File: src/rtl/issue_unit.sv
`default_nettype none
// ============================================================================
// Module   : issue_unit
// Brief    : Fetches and decodes two-operand instructions (rd <= rd op src),
//            owns the general register file and drives the ALU.
//            Optional macro ISSUE_SINGLE_STEP_EN adds step_i and a HOLD state.
// Revision : 1.0 - initial release
// ============================================================================
module issue_unit #(
    parameter logic [15:0] RESET_PC = 16'h0000,
    parameter int          NREGS    = 8
) (
    input  logic        clk_i,
    input  logic        rst_i,
`ifdef ISSUE_SINGLE_STEP_EN
    input  logic        step_i,
`endif
    output logic        imem_req_o,
    output logic [15:0] imem_addr_o,
    input  logic        imem_ack_i,
    input  logic [15:0] imem_data_i,
    output logic [3:0]  op_o,
    output logic [15:0] data1_o,
    output logic [15:0] data2_o,
    output logic        alu_en_o,
    input  logic [15:0] alu_data_i,
    input  logic        zf_i,
    input  logic        sf_i,
    input  logic        cf_i,
    input  logic        of_i,
    output logic [15:0] pc_o,
    output logic        busy_o
);

    // ALU encoding of compare: result is discarded, only flags matter
    localparam logic [3:0] c_OP_CMP = 4'h6;

    typedef enum logic [2:0] {
        S_FETCH = 3'd0,
        S_IMM   = 3'd1,
        S_READ  = 3'd2,
`ifdef ISSUE_SINGLE_STEP_EN
        S_HOLD  = 3'd4,
`endif
        S_EXEC  = 3'd3
    } state_t;

`ifdef ISSUE_SINGLE_STEP_EN
    localparam state_t c_IDLE_STATE = S_HOLD;
`else
    localparam state_t c_IDLE_STATE = S_FETCH;
`endif

    state_t      r_state;
    state_t      w_next;
    logic [15:0] r_pc;
    logic [15:0] r_imm;
    logic [15:0] r_d1;
    logic [15:0] r_d2;
    logic [3:0]  r_op;
    logic [10:0] r_ir;      // instruction bits [15:5]; [4:0] carry no meaning
    logic [15:0] r_regs [NREGS];

    logic        w_req;
    logic        w_alu_en;
    logic        w_busy;
    logic [2:0]  w_rd;
    logic [2:0]  w_rs;
    logic        w_has_imm;
    logic        w_unused;

    assign w_rd      = r_ir[6:4];
    assign w_rs      = r_ir[3:1];
    assign w_has_imm = r_ir[0];

    // Flags are produced for the outside world one cycle late; nothing here reacts to them
    assign w_unused  = ^{zf_i, sf_i, cf_i, of_i, imem_data_i[4:0]};

    always_ff @(posedge clk_i or posedge rst_i) begin
        if (rst_i) begin
            r_state <= c_IDLE_STATE;
        end else begin
            r_state <= w_next;
        end
    end

    always_comb begin
        w_next   = r_state;
        w_req    = 1'b0;
        w_alu_en = 1'b0;
        w_busy   = 1'b1;
        case (r_state)
            S_FETCH: begin
                w_req  = 1'b1;
                w_busy = 1'b0;
                if (imem_ack_i) begin
                    w_next = imem_data_i[5] ? S_IMM : S_READ;
                end
            end
            S_IMM: begin
                w_req = 1'b1;
                if (imem_ack_i) begin
                    w_next = S_READ;
                end
            end
            S_READ: begin
                w_next = S_EXEC;
            end
            S_EXEC: begin
                w_alu_en = 1'b1;
                w_next   = c_IDLE_STATE;
            end
`ifdef ISSUE_SINGLE_STEP_EN
            S_HOLD: begin
                w_busy = 1'b0;
                if (step_i) begin
                    w_next = S_FETCH;
                end
            end
`endif
            default: begin
                w_next = c_IDLE_STATE;
            end
        endcase
    end

    always_ff @(posedge clk_i or posedge rst_i) begin
        if (rst_i) begin
            r_pc  <= RESET_PC;
            r_ir  <= '0;
            r_imm <= '0;
            r_op  <= '0;
            r_d1  <= '0;
            r_d2  <= '0;
        end else begin
            case (r_state)
                S_FETCH: begin
                    if (imem_ack_i) begin
                        r_ir <= imem_data_i[15:5];
                        r_pc <= r_pc + 16'd1;
                    end
                end
                S_IMM: begin
                    if (imem_ack_i) begin
                        r_imm <= imem_data_i;
                        r_pc  <= r_pc + 16'd1;
                    end
                end
                S_READ: begin
                    r_op <= r_ir[10:7];
                    r_d1 <= r_regs[w_rd];
                    r_d2 <= w_has_imm ? r_imm : r_regs[w_rs];
                end
                default: begin
                end
            endcase
        end
    end

    always_ff @(posedge clk_i or posedge rst_i) begin
        if (rst_i) begin
            for (int i = 0; i < NREGS; i++) begin
                r_regs[i] <= '0;
            end
        end else if (r_state == S_EXEC && r_op != c_OP_CMP) begin
            r_regs[w_rd] <= alu_data_i;
        end
    end

    // Reset gates the request directly so an outstanding fetch is withdrawn at once
    assign imem_req_o  = w_req & ~rst_i;
    assign imem_addr_o = r_pc;
    assign alu_en_o    = w_alu_en;
    assign op_o        = r_op;
    assign data1_o     = r_d1;
    assign data2_o     = r_d2;
    assign pc_o        = r_pc;
    assign busy_o      = w_busy;

endmodule
`default_nettype wire

File: config.mk
export PLATFORM = sky130hd
export DESIGN_NAME = issue_unit
export DESIGN_NICKNAME = d
export VERILOG_FILES = /design/src/rtl/issue_unit.sv
export SDC_FILE = /design/constraint.sdc
export NUM_CORES = 1
export LEC_CHECK = 0
export ABC_AREA = 1
export BUFFER_PORTS_ARGS = -buffer_cell sky130_fd_sc_hd__buf_2
export CORE_ASPECT_RATIO = 1.2
export CORE_MARGIN = 2
export CORE_UTILIZATION = 50
export CTS_CLUSTER_SIZE = 14
export DETAILED_ROUTE_END_ITERATION = 10
export PLACE_DENSITY = 0.72
export SYNTH_ARGS = -nofsm -noshare
export SYNTH_HDL_FRONTEND = slang
export SYNTH_SLANG_ARGS = --single-unit
File: constraint.sdc
create_clock -name clk_i -period 17.18 [get_ports clk_i]
set_input_delay 0 -clock clk_i [delete_from_list [all_inputs] [get_ports clk_i]]
set_output_delay 0 -clock clk_i [all_outputs]
set_load 0.03 [all_outputs]
==> results of run 1 <==
[metal layers]
| layer | share of wire | vias to the layer above | routed length (um) |
|---|---|---|---|
| met5 | 0 | - | 0 |
| met4 | 0.025 | 0 | 736 |
| met3 | 0.076 | 59 | 2220 |
| met2 | 0.47 | 378 | 13900 |
| met1 | 0.43 | 4534 | 12500 |
| li1 | - | 4557 | - |
[worst max-delay path by stage]
| stage | startpoint | end | depth (start not counted) |
|---|---|---|---|
| final | r_ir[4]$_DFFE_PP0P_ | r_regs[71]$_DFFE_PP0P_ | 5 |
| after global routing | r_ir[4]$_DFFE_PP0P_ | r_regs[71]$_DFFE_PP0P_ | 5 |
| after CTS | r_ir[4]$_DFFE_PP0P_ | r_regs[47]$_DFFE_PP0P_ | 5 |
| after detailed placement | r_ir[4]$_DFFE_PP0P_ | r_regs[71]$_DFFE_PP0P_ | 5 |
| after global placement | r_ir[4]$_DFFE_PP0P_ | r_regs[103]$_DFFE_PP0P_ | 5 |
| after floorplan | rst_i | data1_o[0]$_DFFE_PP0N_ | 1 |
[report_power, final]
group	switching (W)	total (W)	internal (W)
Clock	0.000194	0.000456	0.000262
Sequential	0.000153	0.000877	0.000724
Combinational	0.000765	0.00111	0.000345
Total	0.00111	0.00244	0.00133
[layout make-up]
cell class / count / share of cell area
clock inverters: 4 / 0.00198
flip-flops and latches: 209 / 0.436
well taps: 270 / 0.0281
clock buffers: 33 / 0.0544
diodes: 1 / 0.000208
inverters: 140 / 0.0446
multi-input cells: 940 / 0.356
repair buffers: 150 / 0.0790
[cells in the mapped netlist]
cell type	n
o21a_1	5
clkinv_1	2
inv_4	1
nand4_1	6
o21ai_1	20
o211ai_1	34
nand3_1	105
a31oi_1	1
buf_4	19
nor2_4	2
inv_2	1
dfrtp_1	209
buf_2	46
nor3_1	11
nand2_2	5
xor2_1	8
or2_2	4
ha_1	5
xnor2_1	4
nor2_1	96
nand2_1	433
clkbuf_1	30
a21oi_1	35
o21ai_0	163
o21ai_4	1
nor2_2	2
inv_1	136
[through the flow]
stage / setup WS (ns) / total power, W / area [um^2] / utilization / hold WS [ns]
5_1_grt: 13.89 / 0.00263 / 12000 / 0.576 / 0.266
4_1_cts: 14.21 / 0.00243 / 12000 / 0.576 / 0.238
6_report: 14.08 / 0.00244 / 12000 / 0.576 / 0.251
2_1_floorplan: 11.47 / 0.00167 / 10500 / - / 0.110
3_5_place_dp: 14.23 / 0.00196 / 11000 / 0.527 / 0.200
3_3_place_gp: 14.35 / 0.00193 / 11000 / 0.527 / 0.209
[flip-flops by register name, indices dropped and copies added (netlist names)]
signal,flops
data2_o,16
imem_addr_o,16
r_ir,11
r_regs,128
op_o,4
data1_o,16
r_state,2
r_imm,16
[cell families (layout without fill, tap and decap cells)]
family,after synthesis,in the layout,synth area share
buf+inv,235,327,0.0964
compound gates,259,259,0.134
flops,209,209,0.498
xor+xnor,12,12,0.0100
other cells,0,1,0
fa+ha+maj,5,5,0.00595
simple gates,664,664,0.256
[tightest hold or removal path, delay by kind of cell]
kind / cells / cell delay (ns)
simple gates: 2 / 0.12
buf+inv: 2 / 0.61
==> impl_metrics.ini, run 1 <==
[drt]
viasPerCell = 5.45
drc = 0
dr.pass1.iters = 5
drt_iter0_drc = 819
wire_per_inst_um = 16.8
drt_wl_total_um = 29300
vias = 9528
ant_nets = 0

[critical_path]
timing.critical_path.buf_inv = 2
critPathKind = reg -> reg
cp_cell_sequence = buf_4 > inv_1 > nor2_1 > nand2_1 > o21ai_0
crit_required_ns = 17.56
path_max_fanout = 70
timing.rr.start = r_ir[4]$_DFFE_PP0P_
end_kind = flip-flop
r2r_slack_ns = 14.08
cp_top_family = simple AND/OR/NAND/NOR gates
timing.rr.end = r_regs[71]$_DFFE_PP0P_
cp-start-kind = flip-flop
worst_r2r_path_depth = 5
max_stage_delay_ns = 0.77
arrival_ns = 3.49
crit_slowest_cell = nand2_1

[synthesis]
synth-seq-area-share = 0.498
yosys_warnings = 0
ys_types = 27
ys_seq_elements = 209
synthTopCellsByArea = dfrtp_1 50%, nand2_1 15%, o21ai_0 7.8%
avgSynthCellArea_um2 = 7.60
synth.top_cell.area_share = 0.498
syn_area_mm2 = 0.0105
syn_inst = 1384
syn_nets = 1428
yosysTopAreaCell = dfrtp_1

[timing]
setup_viol = 0
tightest_slew_ns = 1.25
layout_min_cycle_time_ns = 3.11
fin_crit_sh = 0.181
final.setup.tns_ns = 0
rsz0062_at_grt = no
slew-limit-headroom = 0.163
hold_viol = 0
slew_violations = 0
clock.fmax_mhz = 322
finClkSkew_ns = 0.0168

[global_route]
grtUsageTotal = 0.265
antenna_found_initial = 1
use_met2 = 0.450
met1_usage = 0.351
busiest_layer = met2
grt_pass1_vias = 8830
grt_pass1_wl_um = 46400
overflow = 0
grt_max_degree = 138
use_met3 = 0.0401

[worst_hold_path]
min_from = imem_data_i[3]
hp-class = in -> reg
min_to = r_imm[3]$_DFFE_PP0P_
hold_depth = 4

[clock_tree]
cts_root_buf = clkbuf_16
clk_pin_slew_worst_paths_ns = 0.06
hold_buffers = 34
cts-resized-gates = 0
htree_levels = 1
clk_path_buf_depth = 3
post-cts-setup-buffers = 0
cts_buffers = 23
cts_tree = done
clock-sinks = 209
clkLatencyLatePin_ns = 0.51

[cells_and_area]
mostFrequentLayoutCells = 433 x nand2_1, 207 x dfrtp_1, 163 x o21ai_0, 135 x inv_1
syn_to_final_growth_pct = 14.2
drive_above_1_share = 0.113
seqCellArea_mm2 = 0.00523
fill_cells = 1878
final_cells = 1747
multi_input_area_mm2 = 0.00427
layout_commonest_cell = nand2_1
nets = 1508

[placement]
place_inst = 1675
dp_hpwl_um = 17400
numPortBuffers = 105
gp_congestion = 0.829

[floorplan]
start_util = 0.505
die_x_um = 136
pin_count = 110
core.rowCount = 58
core_area_mm2 = 0.0208
die_height_um = 163
die_area_mm2 = 0.0222

[power]
powerDensity_mw_per_mm2 = 204
p_leak_nw = 6.10
ir_drop_mv = 0.142

[job]
maxCapViolations = 0

[outcome]
status = complete, no violations
(Power assumes the default switching activity.)
==> inputs of run 2 (changes only) <==
--- a/config.mk
+++ b/config.mk
@@ -12,7 +12,7 @@
 export CORE_UTILIZATION = 50
 export CTS_CLUSTER_SIZE = 14
 export DETAILED_ROUTE_END_ITERATION = 10
-export PLACE_DENSITY = 0.72
+export PLACE_DENSITY = 0.75
 export SYNTH_ARGS = -nofsm -noshare
 export SYNTH_HDL_FRONTEND = slang
 export SYNTH_SLANG_ARGS = --single-unit
==> constraint.sdc (replaced) <==
create_clock -name clk_i -period 2.54 [get_ports clk_i]
set_input_delay 0 -clock clk_i [delete_from_list [all_inputs] [get_ports clk_i]]
set_output_delay 0 -clock clk_i [all_outputs]
set_load 0.03 [all_outputs]
==> impl_metrics.ini, run 2 (synthesis results as in run 1) <==
[critical_path]
crit_required_ns = 2.91
worst_r2r_path_depth = 6
max_stage_delay_ns = 0.56
cp_cell_sequence = buf_4 > nand2_1 > o211ai_1 > nand2_1 > nor3_1 > nor2_1
timing.rr.end = data1_o[12]$_DFFE_PP0N_
crit_slowest_cell = buf_4
timing.rr.start = r_ir[4]$_DFFE_PP0P_
end_kind = flip-flop
r2r_slack_ns = 0.54
cpMostUsedCell = nand2_1
cp-start-kind = flip-flop
path_max_fanout = 58
critPathKind = reg -> reg
arrival_ns = 2.37

[clock_tree]
cts-resized-gates = 0
cts_buffers = 21
hold_buffers = 34
clk_pin_slew_worst_paths_ns = 0.07
clkLatencyLatePin_ns = 0.50
cts_root_buf = clkbuf_16
post-cts-setup-buffers = 0
clk_path_buf_depth = 3
cts_tree = done
htree_levels = 1
clock-sinks = 209

[outcome]
status = complete, no violations

[timing]
hold_viol = 0
clock.fmax_mhz = 501
tightest_slew_ns = 0.758
fin_crit_sh = 0.786
rsz0062_at_grt = no
finClkSkew_ns = 0.00905
layout_min_cycle_time_ns = 2.00
slew_violations = 0
setup_viol = 0
slew-limit-headroom = 0.493

[global_route]
grtUsageTotal = 0.273
grt_pass1_vias = 9223
grt_pass1_wl_um = 47600
grt_max_degree = 90
overflow = 0
antenna_found_initial = 0

[job]
maxCapViolations = 0

[power]
seq_power_share = 0.351
pwr-share-comb = 0.455
switching_share = 0.448
finalPower_w = 0.0170
powerDensity_mw_per_mm2 = 1380
intPower_w = 0.00940
p_switching_w = 0.00763
ir_drop_mv = 0.826
pwr-share-clk = 0.194
p_leak_nw = 6.25

[floorplan]
start_util = 0.505
die_area_mm2 = 0.0222
pin_count = 110
die_height_um = 163
core_area_mm2 = 0.0208
die_x_um = 136
core.rowCount = 58

[drt]
drt_iter0_drc = 848
ant_nets = 0
drc = 0
viasPerCell = 5.46
vias = 9669
drt_wl_total_um = 30100
wire_per_inst_um = 17.0
dr.pass1.iters = 6

[cells_and_area]
syn_to_final_growth_pct = 17.1
largest_register_ffs = 128
layout_commonest_cell = nand2_1
mostFrequentLayoutCells = 433 x nand2_1, 207 x dfrtp_1, 163 x o21ai_0, 135 x inv_1
top_register = r_regs
fill_cells = 1754
fin_area_mm2 = 0.0123
antenna_cells = 0
nets = 1531
fin_util = 0.591
drive_above_1_share = 0.129

[placement]
numPortBuffers = 105
dp_hpwl_um = 18900
gp_congestion = 0.844
place_area_mm2 = 0.0112

[worst_hold_path]
hp-class = in -> async
-- run 2: cell count changes in the layout (fill, tap and decap cells not counted), sizes merged --
| cell | delta |
|---|---|
| clkinv | -1 |
| clkinvlp | +1 |
| diode | -1 |
| bufinv | +3 |
| inv | -2 |
| clkbuf | -2 |
| buf | +25 |
-- run 2: metrics by stage --
| stage | cells | hold WS, ns | worst slack [ns] | setup TNS, ns |
|---|---|---|---|---|
| global placement | 1700 | 0.0567 | 0.653 | 0 |
| global route | 1770 | 0.143 | 0.456 | 0 |
| CTS | 1770 | 0.102 | 0.595 | 0 |
| detailed placement | 1700 | 0.0616 | 0.589 | 0 |
| finish | 1770 | 0.107 | 0.543 | 0 |
| floorplan | 1384 | 0.110 | -0.174 | -36.41 |
-- run 2: area by class of cell --
| type | instances | area [um^2] | area share |
|---|---|---|---|
| Inverter | 140 | 532 | 0.0432 |
| Clock buffer | 31 | 623 | 0.0506 |
| Timing Repair Buffer | 175 | 1210 | 0.0984 |
| Tap cell | 270 | 338 | 0.0274 |
| Clock inverter | 5 | 100 | 0.00813 |
| Multi-Input combinational cell | 940 | 4270 | 0.347 |
| Sequential cell | 209 | 5230 | 0.425 |
-- run 2: worst max path at each step --
stage	from	end	cells past startpoint
after floorplan	rst_i	data1_o[0]$_DFFE_PP0N_	1
after global placement	r_ir[4]$_DFFE_PP0P_	data1_o[12]$_DFFE_PP0N_	6
after detailed placement	r_ir[4]$_DFFE_PP0P_	data1_o[12]$_DFFE_PP0N_	6
after CTS	r_ir[4]$_DFFE_PP0P_	data1_o[12]$_DFFE_PP0N_	6
after global routing	op_o[3]$_DFFE_PP0N_	r_regs[120]$_DFFE_PP0P_	8
final	r_ir[4]$_DFFE_PP0P_	data1_o[12]$_DFFE_PP0N_	6
-- run 2: worst max-delay path: cells and delay by family (launching register included) --
kind / cells / cell delay [ns]
DFF: 1 / 0.55
AOI/OAI and AO/OA: 1 / 0.11
buffers and inverters: 1 / 0.56
and+or+nand+nor: 4 / 0.64
-- run 2: power by group through the flow --
stage | Combinational, W | Sequential [W] | Clock (W)
2_1_floorplan | 0.00494 | 0.00633 | 0
3_3_place_gp | 0.00737 | 0.00591 | 0
3_5_place_dp | 0.00757 | 0.00596 | 0
4_1_cts | 0.00766 | 0.00592 | 0.00332
5_1_grt | 0.00865 | 0.00613 | 0.00346
6_report | 0.00775 | 0.00597 | 0.00331
-- run 2: routing by layer --
metal  vias to the layer above  routed length (um)  GRT usage
met5                         -                   0          0
met4                         0                1050      0.113
met3                        87                2510     0.0448
met2                       451               14600      0.465
met1                      4534               11900      0.343
li1                       4597                   -          -
